--- config.mk ---
export PLATFORM = sky130hd
export DESIGN_NAME = sd_init_sequencer
export DESIGN_NICKNAME = d
export VERILOG_FILES = /design/src/rtl/sd_pkg.sv /design/src/rtl/sd_wait_timer.sv /design/src/rtl/sd_init_sequencer.sv
export SDC_FILE = /design/constraint.sdc
export NUM_CORES = 1
export LEC_CHECK = 0
export CORE_ASPECT_RATIO = 1.5
export CORE_MARGIN = 4
export CORE_UTILIZATION = 25
export CTS_CLUSTER_DIAMETER = 30
export DETAILED_ROUTE_END_ITERATION = 12
export HOLD_SLACK_MARGIN = 0.06
export PLACE_DENSITY_LB_ADDON = 0.2
export SLEW_MARGIN = 20
export SYNTH_ARGS = -nofsm -noshare
export SYNTH_HDL_FRONTEND = slang
export SYNTH_SLANG_ARGS = --single-unit
export TNS_END_PERCENT = 30
--- constraint.sdc ---
create_clock -name sdClock -period 20.7 [get_ports sdClock]
set_input_delay 4.14 -clock sdClock [delete_from_list [all_inputs] [get_ports sdClock]]
set_output_delay 4.14 -clock sdClock [all_outputs]
set_load 0.005 [all_outputs]
--- src/rtl/sd_pkg.sv ---
// Shared constants and types for the SD card-identification sequencer.
package sd_pkg;

  localparam logic [5:0]  CMD0_IDX   = 6'd0;
  localparam logic [5:0]  CMD2_IDX   = 6'd2;
  localparam logic [5:0]  CMD3_IDX   = 6'd3;
  localparam logic [5:0]  CMD8_IDX   = 6'd8;
  localparam logic [5:0]  CMD55_IDX  = 6'd55;
  localparam logic [5:0]  ACMD41_IDX = 6'd41;

  localparam logic [11:0] CMD8_CHECK    = 12'h1AA;
  localparam logic [31:0] CMD8_ARG      = 32'h000001AA;
  localparam logic [31:0] ACMD41_ARG_V2 = 32'h40FF8000;
  localparam logic [31:0] ACMD41_ARG_V1 = 32'h00FF8000;

  typedef enum logic [3:0] {
    ERR_NONE           = 4'd0,
    ERR_CMD8_BAD       = 4'd1,
    ERR_CMD55_FAIL     = 4'd2,
    ERR_ACMD41_TIMEOUT = 4'd3,
    ERR_ACMD41_BUSY    = 4'd4,
    ERR_CMD2_FAIL      = 4'd5,
    ERR_CMD3_FAIL      = 4'd6
  } sd_err_e;

  typedef enum logic [3:0] {
    INIT_IDLE  = 4'd0,
    POWERUP    = 4'd1,
    CMD0       = 4'd2,
    CMD8       = 4'd3,
    CMD55      = 4'd4,
    ACMD41     = 4'd5,
    CMD2       = 4'd6,
    CMD3       = 4'd7,
    INIT_DONE  = 4'd8,
    INIT_ERROR = 4'd9
  } sd_state_e;

  // Within a command state: counting the Ncc gap, or waiting for completion.
  typedef enum logic {
    PH_GAP  = 1'b0,
    PH_WAIT = 1'b1
  } sd_phase_e;

  function automatic logic [5:0] cmd_index_of(input sd_state_e st);
    case (st)
      CMD8:    cmd_index_of = CMD8_IDX;
      CMD55:   cmd_index_of = CMD55_IDX;
      ACMD41:  cmd_index_of = ACMD41_IDX;
      CMD2:    cmd_index_of = CMD2_IDX;
      CMD3:    cmd_index_of = CMD3_IDX;
      default: cmd_index_of = CMD0_IDX;
    endcase
  endfunction

endpackage

--- src/rtl/sd_wait_timer.sv ---
// Load/count-down/expire counter shared by the power-up delay and Ncc gaps.
module sd_wait_timer #(
  parameter int WIDTH = 7
) (
  input  logic             sdClock,
  input  logic             reset,
  input  logic             load,
  input  logic [WIDTH-1:0] load_value,
  output logic             expired
);

  logic [WIDTH-1:0] count_r;
  logic [WIDTH-1:0] count_s;

  // Next count: reload, or step down and rest at zero.
  always_comb begin
    count_s = count_r;
    if (load) begin
      count_s = load_value;
    end else if (count_r != {WIDTH{1'b0}}) begin
      count_s = count_r - {{(WIDTH-1){1'b0}}, 1'b1};
    end else begin
      count_s = count_r;
    end
  end

  // Counter and registered expiry flag.
  always_ff @(posedge sdClock or posedge reset) begin
    if (reset) begin
      count_r <= {WIDTH{1'b0}};
      expired <= 1'b1;
    end else begin
      count_r <= count_s;
      expired <= (count_s == {WIDTH{1'b0}});
    end
  end

endmodule

--- src/rtl/sd_init_sequencer.sv ---
// SD card-identification sequencer: CMD0, CMD8, CMD55/ACMD41 loop, CMD2, CMD3,
// driving the command-line controller and reporting RCA, CID and capacity class.
module sd_init_sequencer
  import sd_pkg::*;
#(
  parameter int POWERUP_CYCLES = 80,
  parameter int GAP_CYCLES     = 8,
  parameter int ACMD41_RETRIES = 1000
) (
  input  logic         sdClock,
  input  logic         reset,
  input  logic         initStart,
  output logic         cmdStart,
  output logic [5:0]   cmdIndex,
  output logic [31:0]  cmdArgument,
  input  logic         cmdFinished,
  input  logic         cmdTimeout,
  input  logic [5:0]   cmdResponseIndex,
  input  logic [119:0] cmdResponseArgument,
  output logic         busy,
  output logic         initDone,
  output logic         initError,
  output logic [3:0]   errorCode,
  output logic [15:0]  rca,
  output logic [119:0] cid,
  output logic         highCapacity
);

  localparam int TMR_MAX = (POWERUP_CYCLES > GAP_CYCLES) ? POWERUP_CYCLES : GAP_CYCLES;
  localparam int TMR_W   = $clog2(TMR_MAX + 1);
  localparam int RTY_W   = $clog2(ACMD41_RETRIES + 1);
  // Timer reaches zero one cycle before cmdStart is registered, hence the -1.
  localparam logic [TMR_W-1:0] POWERUP_LOAD = TMR_W'(POWERUP_CYCLES - 1);
  localparam logic [TMR_W-1:0] GAP_LOAD     = TMR_W'(GAP_CYCLES - 1);
  localparam logic [RTY_W-1:0] RETRY_LIMIT  = RTY_W'(ACMD41_RETRIES);

  sd_state_e      state_r, state_s, adv_state_s;
  sd_phase_e      phase_r, phase_s;
  sd_err_e        err_code_r, err_code_s, fail_code_s;
  logic           cmd_start_r, cmd_start_s;
  logic [5:0]     cmd_index_r, cmd_index_s;
  logic [31:0]    cmd_arg_r, cmd_arg_s;
  logic           busy_r, busy_s, done_r, done_s, error_r, error_s;
  logic [15:0]    rca_r, rca_s;
  logic [119:0]   cid_r, cid_s;
  logic           high_cap_r, high_cap_s, sd_v2_r, sd_v2_s, armed_r;
  logic [RTY_W-1:0] retry_r, retry_s;
  logic           tmr_load_s, tmr_expired_s, issue_s, adv_s, fail_s, finish_s;
  logic [TMR_W-1:0] tmr_value_s;
  logic [31:0]    rsp_arg_s;

  assign rsp_arg_s = cmdResponseArgument[31:0];
  // A completion during the issue cycle cannot be legitimate, so it is dropped.
  assign finish_s  = cmdFinished & ~cmd_start_r;

  sd_wait_timer #(.WIDTH(TMR_W)) u_timer (
    .sdClock    (sdClock),
    .reset      (reset),
    .load       (tmr_load_s),
    .load_value (tmr_value_s),
    .expired    (tmr_expired_s)
  );

  // Next-state, response evaluation and command issue.
  always_comb begin
    state_s = state_r;  phase_s = phase_r;  err_code_s = err_code_r;
    cmd_start_s = 1'b0; cmd_index_s = cmd_index_r; cmd_arg_s = cmd_arg_r;
    busy_s = busy_r;    done_s = done_r;    error_s = error_r;
    rca_s = rca_r;      cid_s = cid_r;      high_cap_s = high_cap_r;
    sd_v2_s = sd_v2_r;  retry_s = retry_r;
    tmr_load_s = 1'b0;  tmr_value_s = GAP_LOAD;
    issue_s = 1'b0;     adv_s = 1'b0;       adv_state_s = state_r;
    fail_s = 1'b0;      fail_code_s = ERR_NONE;

    case (state_r)
      INIT_IDLE, INIT_DONE, INIT_ERROR: begin
        if (initStart && armed_r) begin
          state_s = POWERUP;  busy_s = 1'b1;  done_s = 1'b0;  error_s = 1'b0;
          err_code_s = ERR_NONE;  rca_s = 16'h0000;  cid_s = 120'h0;
          high_cap_s = 1'b0;  sd_v2_s = 1'b0;  retry_s = {RTY_W{1'b0}};
          tmr_load_s = 1'b1;  tmr_value_s = POWERUP_LOAD;
        end else begin
          state_s = state_r;
        end
      end
      POWERUP: begin
        if (tmr_expired_s) begin
          state_s = CMD0;
          issue_s = 1'b1;
        end else begin
          issue_s = 1'b0;
        end
      end
      CMD0, CMD8, CMD55, ACMD41, CMD2, CMD3: begin
        if (phase_r == PH_GAP) begin
          issue_s = tmr_expired_s;
        end else if (finish_s) begin
          case (state_r)
            CMD0: begin
              adv_s = 1'b1;  adv_state_s = CMD8;
            end
            CMD8: begin
              if (cmdTimeout) begin
                sd_v2_s = 1'b0;  adv_s = 1'b1;  adv_state_s = CMD55;
              end else if (cmdResponseIndex == CMD8_IDX && rsp_arg_s[11:0] == CMD8_CHECK) begin
                sd_v2_s = 1'b1;  adv_s = 1'b1;  adv_state_s = CMD55;
              end else begin
                fail_s = 1'b1;  fail_code_s = ERR_CMD8_BAD;
              end
            end
            CMD55: begin
              if (!cmdTimeout && cmdResponseIndex == CMD55_IDX) begin
                adv_s = 1'b1;  adv_state_s = ACMD41;
              end else begin
                fail_s = 1'b1;  fail_code_s = ERR_CMD55_FAIL;
              end
            end
            ACMD41: begin
              if (cmdTimeout) begin
                fail_s = 1'b1;  fail_code_s = ERR_ACMD41_TIMEOUT;
              end else if (rsp_arg_s[31]) begin
                high_cap_s = rsp_arg_s[30];  adv_s = 1'b1;  adv_state_s = CMD2;
              end else begin
                retry_s = retry_r + {{(RTY_W-1){1'b0}}, 1'b1};
                if (retry_s == RETRY_LIMIT) begin
                  fail_s = 1'b1;  fail_code_s = ERR_ACMD41_BUSY;
                end else begin
                  adv_s = 1'b1;  adv_state_s = CMD55;
                end
              end
            end
            CMD2: begin
              if (cmdTimeout) begin
                fail_s = 1'b1;  fail_code_s = ERR_CMD2_FAIL;
              end else begin
                cid_s = cmdResponseArgument;  adv_s = 1'b1;  adv_state_s = CMD3;
              end
            end
            CMD3: begin
              if (!cmdTimeout && cmdResponseIndex == CMD3_IDX) begin
                rca_s = rsp_arg_s[31:16];  adv_s = 1'b1;  adv_state_s = INIT_DONE;
              end else begin
                fail_s = 1'b1;  fail_code_s = ERR_CMD3_FAIL;
              end
            end
            default: begin
              fail_s = 1'b0;
            end
          endcase
        end else begin
          issue_s = 1'b0;
        end
      end
      default: begin
        state_s = INIT_IDLE;
      end
    endcase

    if (fail_s) begin
      state_s = INIT_ERROR;  busy_s = 1'b0;  error_s = 1'b1;  err_code_s = fail_code_s;
    end else if (adv_s) begin
      state_s = adv_state_s;  phase_s = PH_GAP;
      tmr_load_s = 1'b1;  tmr_value_s = GAP_LOAD;
      if (adv_state_s == INIT_DONE) begin
        done_s = 1'b1;  busy_s = 1'b0;
      end else begin
        done_s = done_r;
      end
    end else begin
      state_s = state_s;
    end

    if (issue_s) begin
      phase_s = PH_WAIT;  cmd_start_s = 1'b1;  cmd_index_s = cmd_index_of(state_s);
      case (state_s)
        CMD8:    cmd_arg_s = CMD8_ARG;
        CMD55:   cmd_arg_s = {rca_r, 16'h0000};
        ACMD41:  cmd_arg_s = sd_v2_r ? ACMD41_ARG_V2 : ACMD41_ARG_V1;
        default: cmd_arg_s = 32'h0000_0000;
      endcase
    end else begin
      cmd_start_s = 1'b0;
    end
  end

  // State and output registers.
  always_ff @(posedge sdClock or posedge reset) begin
    if (reset) begin
      state_r <= INIT_IDLE;  phase_r <= PH_GAP;  err_code_r <= ERR_NONE;
      cmd_start_r <= 1'b0;   cmd_index_r <= 6'd0;  cmd_arg_r <= 32'h0000_0000;
      busy_r <= 1'b0;  done_r <= 1'b0;  error_r <= 1'b0;
      rca_r <= 16'h0000;  cid_r <= 120'h0;  high_cap_r <= 1'b0;
      sd_v2_r <= 1'b0;  retry_r <= {RTY_W{1'b0}};  armed_r <= 1'b0;
    end else begin
      state_r <= state_s;  phase_r <= phase_s;  err_code_r <= err_code_s;
      cmd_start_r <= cmd_start_s;  cmd_index_r <= cmd_index_s;  cmd_arg_r <= cmd_arg_s;
      busy_r <= busy_s;  done_r <= done_s;  error_r <= error_s;
      rca_r <= rca_s;  cid_r <= cid_s;  high_cap_r <= high_cap_s;
      sd_v2_r <= sd_v2_s;  retry_r <= retry_s;  armed_r <= 1'b1;
    end
  end

  assign cmdStart     = cmd_start_r;
  assign cmdIndex     = cmd_index_r;
  assign cmdArgument  = cmd_arg_r;
  assign busy         = busy_r;
  assign initDone     = done_r;
  assign initError    = error_r;
  assign errorCode    = err_code_r;
  assign rca          = rca_r;
  assign cid          = cid_r;
  assign highCapacity = high_cap_r;

endmodule

==> results of run 1 <==
-- cell usage after synthesis, types with 2 or more instances --
cell type  number  share of area
o211ai_1       10         0.0088
conb_1          2        0.00088
buf_1           4         0.0018
a32o_1          8         0.0093
clkbuf_1       43          0.019
nor3b_1         4         0.0035
inv_1          17         0.0074
a31o_2          3         0.0031
a21oi_1        11         0.0064
a22oi_1         2         0.0018
nand2_1       287           0.13
o22ai_1         3         0.0022
nand3b_1        3         0.0026
a211oi_1        2         0.0018
o21a_1          3         0.0026
mux2i_1         3         0.0035
and2_1          8         0.0058
ha_1            4         0.0058
nand4b_1        2         0.0020
nand3_1        17         0.0099
nor2_1         28          0.012
nor4_1          2         0.0015
nand4_1         2         0.0015
nor3_1         13         0.0076
xor2_1          3         0.0031
nand2b_1        7         0.0051
o2111ai_1       2         0.0020
o31ai_1         5         0.0044
xnor2_1         4         0.0041
a22o_1         11          0.011
and3_1          2         0.0015
mux2_2          2         0.0026
o21ai_0       167          0.097
nor4bb_1        3         0.0035
buf_4          17          0.015
dfrtp_1       191           0.56
buf_2          12         0.0070
or2_2           3         0.0022
-- area by class of cell --
class | instances | area, um2
multi-input combinational | 662 | 3390
tap | 420 | 526
inverter | 17 | 71.3
clock inverter | 13 | 174
sequential | 192 | 4810
fill | 3440 | 21200
timing repair buffer | 307 | 3060
clock buffer | 18 | 439
antenna | 2 | 5.00
-- where the power goes --
group | switching, mW | internal [mW]
clock network | 0.158 | 0.196
logic | 0.335 | 0.293
registers | 0.0815 | 0.481
-- metrics by stage --
step,util,cell area (um2),power (mW),setup WS (ns),hold slack [ns]
3_3_place_gp,0.352,11900,1.21,13.09,0.460
4_1_cts,0.370,12500,1.57,13.51,0.485
6_report,0.371,12500,1.54,13.49,0.476
5_1_grt,0.371,12500,1.67,13.16,0.499
3_5_place_dp,0.352,11900,1.21,13.00,0.469
2_1_floorplan,-,8610,0.886,11.33,0.451
-- per-layer routing --
layer,GRT usage,part of all wire,vias up,wire (um)
li1,-,-,3668,-
met1,0.162,0.38,3484,10400
met2,0.271,0.55,211,15100
met3,0.0423,0.059,30,1640
met4,0.0482,0.019,0,537
met5,0,0,-,0
-- registers in the layout, summed over array words and instances, names as in the netlist --
| register | flops |
|---|---|
| busy | 1 |
| cmdArgument | 18 |
| u_timer.expired | 1 |
| cid | 120 |
| cmdStart | 1 |
| u_timer.count_r | 7 |
| sd_v2_r | 1 |
| armed_r | 1 |
| initDone | 1 |
| phase_r | 1 |
| retry_r | 10 |
| cmdIndex | 5 |
| highCapacity | 1 |
| errorCode | 3 |
| state_r | 4 |
| rca | 16 |
| initError | 1 |
-- critical path, delay by kind of cell --
kind	cells	cell delay, ns
buffers and inverters	2	0.79
and+or+nand+nor	3	0.90
AOI/OAI and AO/OA	4	1.49
muxes	1	0.22
-- logic make-up after synthesis --
family,Yosys count,synth area share
flip-flops,192,0.560
XOR/XNOR,7,0.00715
adder cells (fa/ha/maj),4,0.00584
AND/OR/NAND/NOR,394,0.200
buffers and inverters,94,0.0512
AO/OA/AOI/OAI,240,0.168
multiplexers,5,0.00613
other,2,0.000876
-- worst paths after layout --
kind,startpoint,to,slack [ns],depth (start not counted)
max in group asynchronous,reset,cmdArgument[27]$_DFFE_PP0P_,14.98,3
worst min-delay path,cid[40]$_DFFE_PP0P_,cid[40]$_DFFE_PP0P_,0.48,2
min in group asynchronous,reset,cid[78]$_DFFE_PP0P_,4.26,2
worst min register to register,cid[40]$_DFFE_PP0P_,cid[40]$_DFFE_PP0P_,0.48,2
worst max-delay path,cmdTimeout,cmdArgument[8]$_DFFE_PP0P_,13.49,10
worst max register to register,retry_r[0]$_DFFE_PP0P_,cmdArgument[8]$_DFFE_PP0P_,17.10,10
==> impl_metrics.json, run 1 <==
{
  "cp_max_fo": 14,
  "cts-hold-fix-buffers": 0,
  "yosysSeqAreaShare": 0.560,
  "final_cells": 1631,
  "nets": 1332,
  "rsz0062_at_grt": "false",
  "netlist_area_um2": 8580,
  "syn_to_final_growth_pct": 45.4,
  "grt_pass1_vias": 7418,
  "clkTransAtPathRegs_ns": 0.07,
  "dp_hpwl_mm": 20.2,
  "rows": 82,
  "dr.pass1.iters": 6,
  "cts_tree": "yes",
  "numPortBuffers": 302,
  "numCtsBuffers": 17,
  "synth_edf_count": 0,
  "finClkSkew_ns": 0.00916,
  "final_max_slew_viol_count": 0,
  "final_common_cell": "clkdlybuf4s50_1",
  "crit_chain": "clkdlybuf4s50_1, and4bb_2, nand4_1, mux2i_1, nor3b_1, o21a_1, o211a_1, o21a_1, inv_1, a32o_1",
  "ys_ff_latch": 192,
  "yosysWarnings": 0,
  "cts-resized-gates": 0,
  "final_cell_mix": "302 x clkdlybuf4s50_1, 287 x nand2_1, 191 x dfrtp_1",
  "clock_latency_ns": 0.45,
  "cts.sinks": 192,
  "initial_core_util": 0.255,
  "cts.path.max_buffers": 2,
  "worstPathRequired_ns": 21.03,
  "crit_type": "input port to register",
  "h-tree-depth": 4,
  "grt_max_degree": 119,
  "pwr_density_cell_nw_per_um2": 124,
  "power.leakage_nw": 5.22,
  "drt_iter0_markers": 333,
  "fp.dieH_um": 235,
  "antenna_violating_nets_post_route": 0,
  "gp_congestion": 0.803,
  "ys_async_sr_fraction": 1.00,
  "drive_above_1_share": 0.0505,
  "dp.cells": 1598,
  "track_usage": 0.147,
  "worst_pin_slew_ns": 1.00,
  "fin_crit_sh": 0.348,
  "postCtsSetupRepairBufs": 0,
  "pin_count": 314,
  "cp_common_cell": "o21a_1",
  "grt_pass1_wl_mm": 43.7,
  "status": "finished clean",
  "overflow": 0,
  "cp-end-kind": "register",
  "cts-root-buf": "clkbuf_16",
  "fmax_mhz": 139,
  "cp_slowest_stage_delay_ns": 0.65,
  "wirelength_mm": 27.8,
  "setup_violations": 0,
  "worst_ep_arrival_time_ns": 7.54,
  "dieArea_um2": 37400,
  "drc": 0,
  "synth_top_flop_cell": "dfrtp_1",
  "critPathSlowestCell": "clkdlybuf4s50_1",
  "detail_route.vias_per_cell": 4.53,
  "die_w_um": 159,
  "start_kind": "input port",
  "avgSynthCellArea_um2": 9.14,
  "relSlewSlack": 0.330,
  "hold_path.class": "register to register",
  "vdd_drop_max_mv": 0.0654,
  "max-cap-violations": 0,
  "min_period_ns": 7.21,
  "hold_violations": 0,
  "tns_ns": 0,
  "synth.distinct_cells": 66,
  "core_um2": 33700,
  "antenna_found_initial": 2,
  "route.detailed.wl_per_inst_um": 17.0,
  "synth_cells": 938,
  "vias": 7393
}
Power figures use the tool's default switching activity.
==> run 2: changes to the inputs <==
Clock period 20.7 ns to 7.53 ns, I/O delays scaled along.
==> impl_metrics.json, run 2 (synthesis gave the netlist of run 1 again) <==
{
  "dieArea_um2": 37400,
  "drc": 0,
  "syn_to_final_growth_pct": 44.6,
  "wirelength_mm": 27.9,
  "cp_top_family": "compound AO/OA/AOI/OAI gates",
  "finalPower_mw": 4.17,
  "status": "finished clean",
  "n_antenna_cell": 0,
  "relSlewSlack": 0.327,
  "hold_path.class": "register to register",
  "crit_chain": "clkdlybuf4s50_1, and4bb_2, nand4_1, mux2i_1, nor3b_1, o21a_1, o211a_1, o21a_1, inv_1, a32o_1",
  "die_w_um": 159,
  "path_depth": 10,
  "worst_ep_arrival_time_ns": 4.93,
  "track_usage": 0.149,
  "final_cells": 1629,
  "overflow": 0,
  "wl_met1_mm": 10.6,
  "dp_hpwl_mm": 20.3,
  "core_um2": 33700,
  "met3_wirelength_mm": 1.74,
  "gp_congestion": 0.807,
  "multi_input_area_um2": 3390,
  "cp_slowest_stage_delay_ns": 0.65,
  "clkTransAtPathRegs_ns": 0.07,
  "rsz0062_at_grt": "false",
  "grt_pass1_wl_mm": 44.4,
  "setup_violations": 0,
  "grt_max_degree": 125,
  "worstPathRequired_ns": 7.86,
  "ff_latch_area_um2": 4810,
  "crit_type": "input port to register",
  "cts_tree": "yes",
  "cp-end-kind": "register",
  "grt_pass1_vias": 7607,
  "cp_common_cell": "o21a_1",
  "fmax_mhz": 217,
  "rows": 82,
  "clock_latency_ns": 0.45,
  "vdd_drop_max_mv": 0.178,
  "cts-root-buf": "clkbuf_16",
  "h-tree-depth": 4,
  "place_ws_ns": 2.50,
  "cts.path.max_buffers": 2,
  "cts-hold-fix-buffers": 0,
  "dpl_cell_area_um2": 11900,
  "numCtsBuffers": 17,
  "cp_max_fo": 14,
  "pwr_density_cell_nw_per_um2": 336,
  "finalInstanceArea_um2": 12400,
  "drt_iter0_markers": 317,
  "max-cap-violations": 0,
  "detail_route.vias_per_cell": 4.56,
  "critPathSlowestCell": "clkdlybuf4s50_1",
  "antenna_found_initial": 0,
  "layout_setup_ws_ns": 2.93,
  "top_layer_used": "met4",
  "fp.dieH_um": 235,
  "vias": 7428,
  "postCtsSetupRepairBufs": 0,
  "min_period_ns": 4.60,
  "cts.sinks": 192,
  "initial_core_util": 0.255,
  "wl_met2_mm": 14.8,
  "fin_crit_sh": 0.611,
  "antenna_violating_nets_post_route": 0,
  "path_buf_inv": 2,
  "dr.pass1.iters": 4,
  "drive_above_1_share": 0.0488,
  "power.leakage_nw": 5.19,
  "final_common_cell": "clkdlybuf4s50_1",
  "tns_ns": 0,
  "n_fill_cell": 3476,
  "worst_pin_slew_ns": 1.01,
  "pin_count": 314,
  "nets": 1332,
  "r2r_cells": 10,
  "final_cell_mix": "302 x clkdlybuf4s50_1, 287 x nand2_1, 191 x dfrtp_1",
  "dp.cells": 1598,
  "cts-resized-gates": 0,
  "hold_depth": 2,
  "largest_register_ffs": 120,
  "start_kind": "input port",
  "final_max_slew_viol_count": 0,
  "hold_violations": 0,
  "finClkSkew_ns": 0.00873,
  "rrSetupSlack_ns": 3.92,
  "numPortBuffers": 302,
  "route.detailed.wl_per_inst_um": 17.2
}
run 2: cell types whose count changed in the layout (fill, tap and decap cells not counted):
cell,delta
diode_2,-2
clkinv_2,+2
bufinv_16,-2
clkinvlp_4,-1
clkbuf_1,+2
inv_8,-1
run 2: tightest hold or removal path, cell delays in order, from the launching register on:
cell	delay, ns
dfrtp_1	0.34
nand2_1	0.04
o21ai_0	0.05
run 2: metal layers:
metal / vias up / track usage
met4: 0 / 0.0584
met5: - / 0
met3: 40 / 0.0456
li1: 3664 / -
met2: 219 / 0.270
met1: 3505 / 0.163
run 2: path summary, 6_finish.rpt:
path                                               to                    from
max in group asynchronous         cid[80]$_DFFE_PP0P_                   reset
max                        cmdArgument[8]$_DFFE_PP0P_              cmdTimeout
min reg2reg                       cid[80]$_DFFE_PP0P_     cid[80]$_DFFE_PP0P_
max reg2reg                cmdArgument[8]$_DFFE_PP0P_  retry_r[0]$_DFFE_PP0P_
min in group asynchronous         cid[81]$_DFFE_PP0P_                   reset
min                               cid[80]$_DFFE_PP0P_     cid[80]$_DFFE_PP0P_
run 2: layout make-up:
cell class                      count  area share
Clock buffer                       20      0.0360
Clock inverter                     11     0.00847
Inverter                           17     0.00575
Multi-Input combinational cell    662       0.273
Sequential cell                   192       0.387
Tap cell                          420      0.0424
Timing Repair Buffer              307       0.247
run 2: per-stage QoR:
stage,utilization,hold slack [ns]
2_1_floorplan,-,0.451
3_3_place_gp,0.352,0.460
4_1_cts,0.369,0.485
6_report,0.369,0.475
5_1_grt,0.369,0.500
3_5_place_dp,0.352,0.469
run 2: power by group:
group          leakage (nW)  internal [mW]  switching, mW  total [mW]
clock network         0.277          0.468          0.430       0.898
registers              2.54           1.32          0.226        1.55
logic                  2.37          0.805          0.921        1.73
total                  5.19           2.59           1.58        4.17
==> run 3: changes to the inputs <==
Clock period 7.53 ns to 4.51 ns, I/O delays scaled along.
==> impl_metrics.json, run 3 (synthesis gave the netlist of run 1 again) <==
{
  "status": "finished clean",
  "grt_pass1_vias": 7389,
  "route.detailed.wl_per_inst_um": 17.0,
  "cts_tree": "yes",
  "drc": 0,
  "track_usage": 0.149,
  "n_antenna_cell": 0,
  "cp_slowest_stage_delay_ns": 0.47,
  "hold_violations": 0,
  "drt_iter0_markers": 296,
  "largest_register_ffs": 120,
  "ff_latch_area_um2": 4810,
  "nets": 1338,
  "worstPathRequired_ns": 4.84,
  "final_cell_mix": "302 x clkdlybuf4s50_1, 287 x nand2_1, 191 x dfrtp_1",
  "power.leakage_nw": 5.26,
  "fmax_mhz": 294,
  "dp_hpwl_mm": 20.5,
  "cts-root-buf": "clkbuf_16",
  "crit_chain": "clkdlybuf4s50_1, nor4bb_1, a41oi_1, a311oi_1, o21a_1, o211a_1, o21a_1, inv_1, a32o_1",
  "fin_crit_sh": 0.755,
  "relSlewSlack": 0.323,
  "hold_depth": 2,
  "n_fill_cell": 3454,
  "cts.sinks": 192,
  "core_um2": 33700,
  "final_max_slew_viol_count": 0,
  "die_w_um": 159,
  "tns_ns": 0,
  "start_kind": "input port",
  "overflow": 0,
  "r2r_end": "cmdArgument[28]$_DFFE_PP0P_",
  "cts-resized-gates": 0,
  "initial_core_util": 0.255,
  "final_cells": 1636,
  "antenna_found_initial": 0,
  "antenna_violating_nets_post_route": 0,
  "drive_above_1_share": 0.0559,
  "rrSetupSlack_ns": 1.17,
  "gp_congestion": 0.801,
  "vdd_drop_max_mv": 0.364,
  "grt_max_degree": 241,
  "r2r_cells": 10,
  "dp.cells": 1603,
  "clkTransAtPathRegs_ns": 0.07,
  "syn_to_final_growth_pct": 46.4,
  "worstReg2RegStart": "retry_r[0]$_DFFE_PP0P_",
  "dpl_cell_area_um2": 11900,
  "fp.dieH_um": 235,
  "dieArea_um2": 37400,
  "final_common_cell": "clkdlybuf4s50_1",
  "cp_common_cell": "o21a_1",
  "critPathSlowestCell": "clkdlybuf4s50_1",
  "cp_max_fo": 7,
  "setup_violations": 0,
  "h-tree-depth": 4,
  "rows": 82,
  "postCtsSetupRepairBufs": 0,
  "pin_count": 314,
  "whs_endpoint": "cid[94]$_DFFE_PP0P_",
  "clock_latency_ns": 0.45,
  "dr.pass1.iters": 5,
  "cts-hold-fix-buffers": 0,
  "detail_route.vias_per_cell": 4.49,
  "cts.path.max_buffers": 2,
  "cp-end-kind": "register",
  "hold_path.class": "register to register",
  "vias": 7338,
  "finalInstanceArea_um2": 12600,
  "grt_pass1_wl_mm": 44.0,
  "multi_input_area_um2": 3390,
  "numCtsBuffers": 17,
  "wirelength_mm": 27.8,
  "min_period_ns": 3.40,
  "crit_type": "input port to register",
  "worst_pin_slew_ns": 1.02,
  "whs_ns": 0.479,
  "max-cap-violations": 0,
  "pwr_density_cell_nw_per_um2": 562,
  "min_from": "cid[94]$_DFFE_PP0P_",
  "numPortBuffers": 302,
  "worst_ep_arrival_time_ns": 3.74,
  "finClkSkew_ns": 0.00880,
  "rsz0062_at_grt": "false"
}
==> run 3: changes by cell type in the layout (fill, tap and decap cells not counted) <==
cell        delta
clkbuf_1       -2
bufinv_16      +1
buf_4          +1
buf_12         +4
buf_16         +1
inv_6          -1
clkinv_2       -1
clkinvlp_4     +4
==> run 3: worst max path at each step <==
stage | start | endpoint | cells after the start
finish | cmdResponseArgument[7] | cmdArgument[8]$_DFFE_PP0P_ | 9
global route | cmdResponseArgument[7] | cmdArgument[8]$_DFFE_PP0P_ | 9
CTS | cmdResponseArgument[7] | cmdArgument[8]$_DFFE_PP0P_ | 9
detailed placement | cmdResponseArgument[7] | cmdArgument[8]$_DFFE_PP0P_ | 9
global placement | cmdResponseArgument[7] | cmdArgument[8]$_DFFE_PP0P_ | 9
floorplan | reset | armed_r$_DFF_PP0_ | 1
==> run 3: per-stage QoR <==
| step | total power, mW | worst slack (ns) | util |
|---|---|---|---|
| finish | 7.05 | 1.11 | 0.373 |
| global route | 7.63 | 0.856 | 0.373 |
| CTS | 7.22 | 1.11 | 0.372 |
| detailed placement | 5.61 | 0.621 | 0.355 |
| global placement | 5.59 | 0.647 | 0.355 |
| floorplan | 4.07 | 1.13 | - |
==> run 3: area by class of cell <==
class,count,share of cell area
flip-flops and latches,192,0.383
multi-input cells,662,0.270
repair buffers,313,0.253
well taps,420,0.0418
clock buffers,18,0.0350
clock inverters,14,0.0124
inverters,17,0.00538
==> run 3: routing by layer <==
layer / GRT usage / routed length [um]
met4: 0.0442 / 389
met5: 0 / 0
met1: 0.164 / 10600
met2: 0.273 / 15100
met3: 0.0466 / 1720
==> run 3: where the power goes <==
group / total (mW) / switching (mW) / internal, mW
Combinational: 2.91 / 1.53 / 1.38
Clock: 1.55 / 0.711 / 0.841
Sequential: 2.59 / 0.382 / 2.21
Total: 7.05 / 2.63 / 4.43
==> run 3: critical path, delay by kind of cell <==
| family | cells | cell delay, ns |
|---|---|---|
| compound gates | 6 | 1.79 |
| buf+inv | 2 | 0.58 |
| simple gates | 1 | 0.46 |
